**src/rtl/fetch_stage.sv**
```systemverilog
// Instruction-fetch stage with IF/ID pipeline register and the return register (RR).
// Priority per edge: reset, stall (hold), redirect (flush), sequential fetch; RR is written independently.
module fetch_stage #(
  parameter logic [15:0] RESET_PC  = 16'h0000,
  parameter logic [15:0] NOP_INSTR = 16'h0000
) (
  input  logic        clk,
  input  logic        reset,
  output logic [15:0] imem_addr,
  input  logic [15:0] imem_rdata,
  input  logic        stall,
  input  logic        redirect,
  input  logic [15:0] redirect_pc,
  input  logic        rr_we,
  input  logic [15:0] rr_wdata,
  output logic [15:0] pc,
  output logic [15:0] if_id_instr,
  output logic [15:0] if_id_pc1,
  output logic        if_id_valid,
  output logic [15:0] rr
);

  logic [15:0] pc_r;
  logic [15:0] instr_r;
  logic [15:0] pc1_r;
  logic        valid_r;
  logic [15:0] rr_r;

  logic [15:0] pc_inc_s;
  logic [15:0] pc_nxt_s;
  logic [15:0] instr_nxt_s;
  logic [15:0] pc1_nxt_s;
  logic        valid_nxt_s;

  // Sequential PC wraps naturally at 16 bits.
  assign pc_inc_s = pc_r + 16'd1;

  // Next-state selection for PC and IF/ID.
  always_comb begin
    pc_nxt_s    = pc_r;
    instr_nxt_s = instr_r;
    pc1_nxt_s   = pc1_r;
    valid_nxt_s = valid_r;
    if (stall) begin
      // redirect is ignored here; decode re-presents it once the hazard clears
      pc_nxt_s    = pc_r;
      instr_nxt_s = instr_r;
      pc1_nxt_s   = pc1_r;
      valid_nxt_s = valid_r;
    end else if (redirect) begin
      pc_nxt_s    = redirect_pc;
      instr_nxt_s = NOP_INSTR;
      pc1_nxt_s   = 16'h0000;
      valid_nxt_s = 1'b0;
    end else begin
      pc_nxt_s    = pc_inc_s;
      instr_nxt_s = imem_rdata;
      pc1_nxt_s   = pc_inc_s;
      valid_nxt_s = 1'b1;
    end
  end

  // PC and IF/ID registers.
  always_ff @(posedge clk) begin
    if (reset) begin
      pc_r    <= RESET_PC;
      instr_r <= NOP_INSTR;
      pc1_r   <= 16'h0000;
      valid_r <= 1'b0;
    end else begin
      pc_r    <= pc_nxt_s;
      instr_r <= instr_nxt_s;
      pc1_r   <= pc1_nxt_s;
      valid_r <= valid_nxt_s;
    end
  end

  // Return register, written regardless of stall/redirect.
  always_ff @(posedge clk) begin
    if (reset) begin
      rr_r <= 16'h0000;
    end else if (rr_we) begin
      rr_r <= rr_wdata;
    end else begin
      rr_r <= rr_r;
    end
  end

  assign imem_addr   = pc_r;
  assign pc          = pc_r;
  assign if_id_instr = instr_r;
  assign if_id_pc1   = pc1_r;
  assign if_id_valid = valid_r;
  assign rr          = rr_r;

endmodule

```
**config.mk**
```make
export PLATFORM = sky130hd
export DESIGN_NAME = fetch_stage
export DESIGN_NICKNAME = d
export VERILOG_FILES = /design/src/rtl/fetch_stage.sv
export SDC_FILE = /design/constraint.sdc
export NUM_CORES = 1
export LEC_CHECK = 0
export CAP_MARGIN = 20
export CORE_MARGIN = 1.5
export CORE_UTILIZATION = 39
export CTS_BUF_LIST = sky130_fd_sc_hd__clkbuf_8
export CTS_CLUSTER_DIAMETER = 80
export CTS_CLUSTER_SIZE = 20
export DETAILED_ROUTE_END_ITERATION = 8
export PLACE_DENSITY = 0.9
export SKIP_LAST_GASP = 1
export SLEW_MARGIN = 0
export SYNTH_ARGS = -nofsm -noshare
export SYNTH_HDL_FRONTEND = slang
export SYNTH_SLANG_ARGS = --single-unit
export TNS_END_PERCENT = 100
```
**constraint.sdc**
```tcl
create_clock -name clk -period 1.6 [get_ports clk]
set_input_delay 0.32 -clock clk [delete_from_list [all_inputs] [get_ports clk]]
set_output_delay 0.32 -clock clk [all_outputs]
set_load 0.005 [all_outputs]
```
==> flow_summary.html <==
<table>
<tr><th>Metric</th><th>Value</th></tr>
<tr><th colspan="2">Critical path</th></tr>
<tr><td>Required time of the critical path</td><td>1.28 ns</td></tr>
<tr><td>Launching point of the worst reg2reg path</td><td>imem_addr[1]</td></tr>
<tr><td>Critical path's largest stage delay</td><td>0.51 ns</td></tr>
<tr><td>Buffers and inverters on the worst path</td><td>1</td></tr>
<tr><td>Slowest cell on crit path</td><td>sky130_fd_sc_hd__clkdlybuf4s50_1</td></tr>
<tr><td>Crit path launch type</td><td>flip-flop</td></tr>
<tr><td>Depth of the most critical reg-to-reg path</td><td>7</td></tr>
<tr><td>Critical path cell sequence</td><td>clkdlybuf4s50_1</td></tr>
<tr><td>Reg-to-reg slack, setup</td><td>0.04 ns</td></tr>
<tr><td>Maximum fanout along the worst path</td><td>7</td></tr>
<tr><td>Cell family with the largest share of critical-path delay</td><td>buffers and inverters</td></tr>
<tr><td>Setup crit end kind</td><td>primary output</td></tr>
<tr><td>Critical path arrival</td><td>1.25 ns</td></tr>
<tr><td>Start-to-end type of the worst setup path</td><td>flip-flop to primary output</td></tr>
<tr><td>RR Endpoint</td><td>if_id_pc1[10]</td></tr>
<tr><td>Number of cells on the critical path</td><td>1</td></tr>
<tr><th colspan="2">Floorplan</th></tr>
<tr><td># rows</td><td>31</td></tr>
<tr><td>Total I/O pin count</td><td>134</td></tr>
<tr><td>Initial standard-cell utilization of the core</td><td>0.409</td></tr>
<tr><td>Area of the placeable core</td><td>7330 um2</td></tr>
<tr><td>Floorplan die height</td><td>90.6 um</td></tr>
<tr><td>Die area</td><td>8220 um2</td></tr>
<tr><td>Width of the die</td><td>90.6 um</td></tr>
<tr><th colspan="2">Yosys</th></tr>
<tr><td>Leading register cell type out of synthesis</td><td>sky130_fd_sc_hd__dfxtp_1</td></tr>
<tr><td>Post-synthesis share of cell area spent on xor and xnor gates</td><td>0.0175</td></tr>
<tr><td>Number of enable-type register cells in the synthesized netlist</td><td>0</td></tr>
<tr><td>Async set-or-reset flop fraction in the synthesized netlist</td><td>0</td></tr>
<tr><td>Count of mapped cells out of synthesis</td><td>347</td></tr>
<tr><td>Total standard cell area after synthesis</td><td>3000 um2</td></tr>
<tr><td>Mux cell area share after synthesis</td><td>0.0668</td></tr>
<tr><td>Synthesized-area fraction occupied by adder cells</td><td>0.00418</td></tr>
<tr><td>Area contributors post-synth</td><td>sky130_fd_sc_hd__dfxtp_1 43%, sky130_fd_sc_hd__mux2i_1 6.7%, sky130_fd_sc_hd__nor2_1 6.6%, sky130_fd_sc_hd__a22oi_1 5.8%, sky130_fd_sc_hd__buf_4 4.0%</td></tr>
<tr><td>Sequential element share of the synthesized area</td><td>0.434</td></tr>
<tr><td>Fraction of post-synthesis cell area in the top cell type by area</td><td>0.434</td></tr>
<tr><td>Number of warning messages in the yosys log</td><td>0</td></tr>
<tr><td>Unique cell type count in the Yosys netlist</td><td>52</td></tr>
<tr><td>Area fraction in and, or, nand and nor cells after synthesis</td><td>0.195</td></tr>
<tr><td>Compound-gate portion of the synthesized area</td><td>0.193</td></tr>
<tr><td>Largest family of logic cells by synthesized area</td><td>simple AND/OR/NAND/NOR gates</td></tr>
<tr><td>Yosys reg bits</td><td>65</td></tr>
<tr><td>Dominant cell type by area after synthesis</td><td>sky130_fd_sc_hd__dfxtp_1</td></tr>
<tr><td>Mean post-synth cell area</td><td>8.63 um2</td></tr>
<tr><td>Total nets after synthesis</td><td>401</td></tr>
<tr><th colspan="2">GRT</th></tr>
<tr><td>M1 GR Usage</td><td>0.275</td></tr>
<tr><td>Pin count of the biggest net entering global routing</td><td>30</td></tr>
<tr><td>Met3 track utilization from global routing</td><td>0.0648</td></tr>
<tr><td>Global routing met2 resource utilization</td><td>0.382</td></tr>
<tr><td>Via count of the first global-routing pass</td><td>3151</td></tr>
<tr><td>Grt ovf</td><td>0</td></tr>
<tr><td>GRT Total Usage</td><td>0.227</td></tr>
<tr><td>First-pass GRT wire length</td><td>15.2 mm</td></tr>
<tr><td>Antenna violations before repair</td><td>0</td></tr>
<tr><td>Most heavily used metal layer in global routing</td><td>met2</td></tr>
<tr><th colspan="2">Timing</th></tr>
<tr><td>Worst slew margin</td><td>0.772</td></tr>
<tr><td>Final count of hold timing violations</td><td>0</td></tr>
<tr><td>Worst setup skew after layout</td><td>0.00696 ns</td></tr>
<tr><td>Count of final setup violators</td><td>0</td></tr>
<tr><td>Measured slew at the worst slew-check pin</td><td>0.341 ns</td></tr>
<tr><td>Share of the clock period used by the worst path</td><td>0.980</td></tr>
<tr><td>Final critical-path required period</td><td>1.57 ns</td></tr>
<tr><td>Max-slew violation count</td><td>0</td></tr>
<tr><td>Maximum frequency from static timing analysis</td><td>0.637 GHz</td></tr>
<tr><td>Final setup TNS</td><td>0 ns</td></tr>
<tr><td>RSZ-0062 raised after global routing</td><td>true</td></tr>
<tr><th colspan="2">Clock tree</th></tr>
<tr><td>H-tree depth reported by CTS</td><td>3</td></tr>
<tr><td>Total number of clock tree sinks</td><td>65</td></tr>
<tr><td>Number of buffers added by the clock tree synthesis step</td><td>9</td></tr>
<tr><td>Longest Clk Path Bufs</td><td>2</td></tr>
<tr><td>Clock tree from TritonCTS</td><td>done</td></tr>
<tr><td>Clock-pin slew reported for the worst setup and hold paths after clock tree synthesis</td><td>0.07 ns</td></tr>
<tr><td>Hold-fix buffers, CTS</td><td>0</td></tr>
<tr><td>Latest clock arrival within the worst-skew pair</td><td>0.34 ns</td></tr>
<tr><td>Root Driver</td><td>sky130_fd_sc_hd__clkbuf_8</td></tr>
<tr><th colspan="2">Worst hold path</th></tr>
<tr><td>Worst Hold Endpoint</td><td>imem_addr[6]</td></tr>
<tr><td>Type of the most critical hold path</td><td>input port to flip-flop</td></tr>
<tr><td>Worst hold path startpoint</td><td>stall</td></tr>
<tr><td>Worst Hold Depth</td><td>2</td></tr>
<tr><th colspan="2">Route</th></tr>
<tr><td>Detailed router's first-iteration violation count</td><td>223</td></tr>
<tr><td>DRT Pass-1 Iters</td><td>4</td></tr>
<tr><td>Count of antenna-violating nets left after detailed routing</td><td>0</td></tr>
<tr><td>Average via count per standard cell</td><td>5.44</td></tr>
<tr><td>Routed wire length</td><td>9.69 mm</td></tr>
<tr><td>Average detailed-routed wire length per instance</td><td>16.0 um</td></tr>
<tr><td>Vias after detailed routing</td><td>3283</td></tr>
<tr><td>DRC viols</td><td>0</td></tr>
<tr><th colspan="2">Status</th></tr>
<tr><td>Result of the run</td><td>finished, final reports clean</td></tr>
<tr><th colspan="2">Cells and area</th></tr>
<tr><td>Total non-filler cell area in the finished layout</td><td>4960 um2</td></tr>
<tr><td>Commonest cells after routing, fill and taps aside</td><td>112 x sky130_fd_sc_hd__clkdlybuf4s50_1, 52 x sky130_fd_sc_hd__nor2_1, 49 x sky130_fd_sc_hd__dfxtp_1</td></tr>
<tr><td>Fraction of layout cells with a size suffix above 1</td><td>0.200</td></tr>
<tr><td>Ant. Diodes</td><td>0</td></tr>
<tr><td>Non-filler cells in the finished layout</td><td>604</td></tr>
<tr><td>Most common cell after layout, fill and taps aside</td><td>sky130_fd_sc_hd__clkdlybuf4s50_1</td></tr>
<tr><td>Synth-to-Final Area Change</td><td>65.5%</td></tr>
<tr><td>Nets</td><td>554</td></tr>
<tr><td>Final core utilization</td><td>0.676</td></tr>
<tr><th colspan="2">Placed design</th></tr>
<tr><td>Count of placed standard cells including taps</td><td>577</td></tr>
<tr><td>Routability congestion estimate from global placement</td><td>0.924</td></tr>
<tr><td>IO Port Bufs</td><td>133</td></tr>
<tr><td>Hpwl dp</td><td>6.79 mm</td></tr>
<tr><td>Cell area reported after detailed placement</td><td>4560 um2</td></tr>
<tr><th colspan="2">Power</th></tr>
<tr><td>Power Density</td><td>806 nW/um2</td></tr>
<tr><td>Worst voltage drop across the vdd grid</td><td>0.638 mV</td></tr>
<tr><td>Total power after layout</td><td>3.99 mW</td></tr>
<tr><td>Static leakage</td><td>2.02 nW</td></tr>
<tr><th colspan="2">Run</th></tr>
<tr><td>Maximum capacitance violations</td><td>0</td></tr>
</table>
==> metrics by stage <==
step	setup WS, ns	hold slack [ns]
CTS	-0.0246	0.319
global placement	-0.0674	0.450
detailed placement	-0.135	0.459
finish	0.0312	0.308
floorplan	0.0211	0.458
global route	-0.00293	0.319
==> flip-flops by register name (all words and copies together), names as in the netlist <==
| signal | cells |
|---|---|
| imem_addr | 16 |
| if_id_instr | 16 |
| if_id_valid | 1 |
| if_id_pc1 | 16 |
| rr | 16 |
==> per-layer routing <==
metal / vias up / routed length, um
li1: 1541 / -
met1: 1569 / 4010
met2: 156 / 4830
met3: 17 / 711
met4: 0 / 141
met5: - / 0
==> cell type report <==
cell class              count  area [um2]
well taps                  99         124
fillers                   561        2370
multi-input cells         232        1500
clock inverters             7        86.3
inverters                   5        18.8
flip-flops and latches     65        1340
clock buffers               9         124
repair buffers            187        1770
==> cells in the mapped netlist, types with 2 or more instances <==
| library cell | count |
|---|---|
| sky130_fd_sc_hd__nor2b_1 | 3 |
| sky130_fd_sc_hd__nand3_1 | 7 |
| sky130_fd_sc_hd__o21ai_0 | 14 |
| sky130_fd_sc_hd__buf_4 | 16 |
| sky130_fd_sc_hd__nor2_1 | 53 |
| sky130_fd_sc_hd__nand2_1 | 29 |
| sky130_fd_sc_hd__a32o_1 | 2 |
| sky130_fd_sc_hd__a31oi_1 | 4 |
| sky130_fd_sc_hd__o31ai_1 | 2 |
| sky130_fd_sc_hd__o41ai_1 | 2 |
| sky130_fd_sc_hd__nand4_1 | 4 |
| sky130_fd_sc_hd__nor4b_1 | 3 |
| sky130_fd_sc_hd__buf_1 | 6 |
| sky130_fd_sc_hd__clkbuf_1 | 15 |
| sky130_fd_sc_hd__o22ai_1 | 3 |
| sky130_fd_sc_hd__mux2i_1 | 20 |
| sky130_fd_sc_hd__a21oi_1 | 15 |
| sky130_fd_sc_hd__and3_1 | 2 |
| sky130_fd_sc_hd__dfxtp_1 | 65 |
| sky130_fd_sc_hd__inv_1 | 4 |
| sky130_fd_sc_hd__buf_2 | 7 |
| sky130_fd_sc_hd__a22oi_1 | 23 |
| sky130_fd_sc_hd__nor3_1 | 6 |
| sky130_fd_sc_hd__o31a_1 | 2 |
| sky130_fd_sc_hd__nor4_1 | 6 |
| sky130_fd_sc_hd__o221ai_1 | 4 |
| sky130_fd_sc_hd__xnor2_1 | 5 |
==> what timing repair did <==
item / CTS / global route
cloned: 0 / 1
endpoints found under the setup margin: 32 / 28
pin swaps: 0 / 6
gates resized for setup: 38 / 20
setup buffers: 3 / 8
==> how the worst max path moves through the flow <==
stage	startpoint	endpoint	slack, ns
after global routing	imem_addr[1]	imem_addr[6]	-0.003
final	imem_addr[6]	pc[6]	0.03
after global placement	redirect	if_id_pc1[15]	-0.07
after CTS	imem_addr[1]	if_id_pc1[13]	-0.02
after detailed placement	redirect	imem_addr[6]	-0.13
after floorplan	imem_addr[1]	imem_addr[10]	0.02
==> logic make-up after synthesis <==
logic type / after synthesis
buffers and inverters: 50
multiplexers: 20
AND/OR/NAND/NOR: 122
AO/OA/AOI/OAI: 83
flip-flops: 65
XOR/XNOR: 6
adder cells (fa/ha/maj): 1
==> where the power goes <==
| group | internal [mW] | total [mW] | switching [mW] | leakage [nW] |
|---|---|---|---|---|
| clock network | 0.863 | 1.49 | 0.629 | 0.110 |
| logic | 0.441 | 0.745 | 0.304 | 1.37 |
| registers | 1.69 | 1.76 | 0.0637 | 0.541 |
| total | 3.00 | 3.99 | 0.997 | 2.02 |
Note: power is estimated with default switching activity, not from simulation.
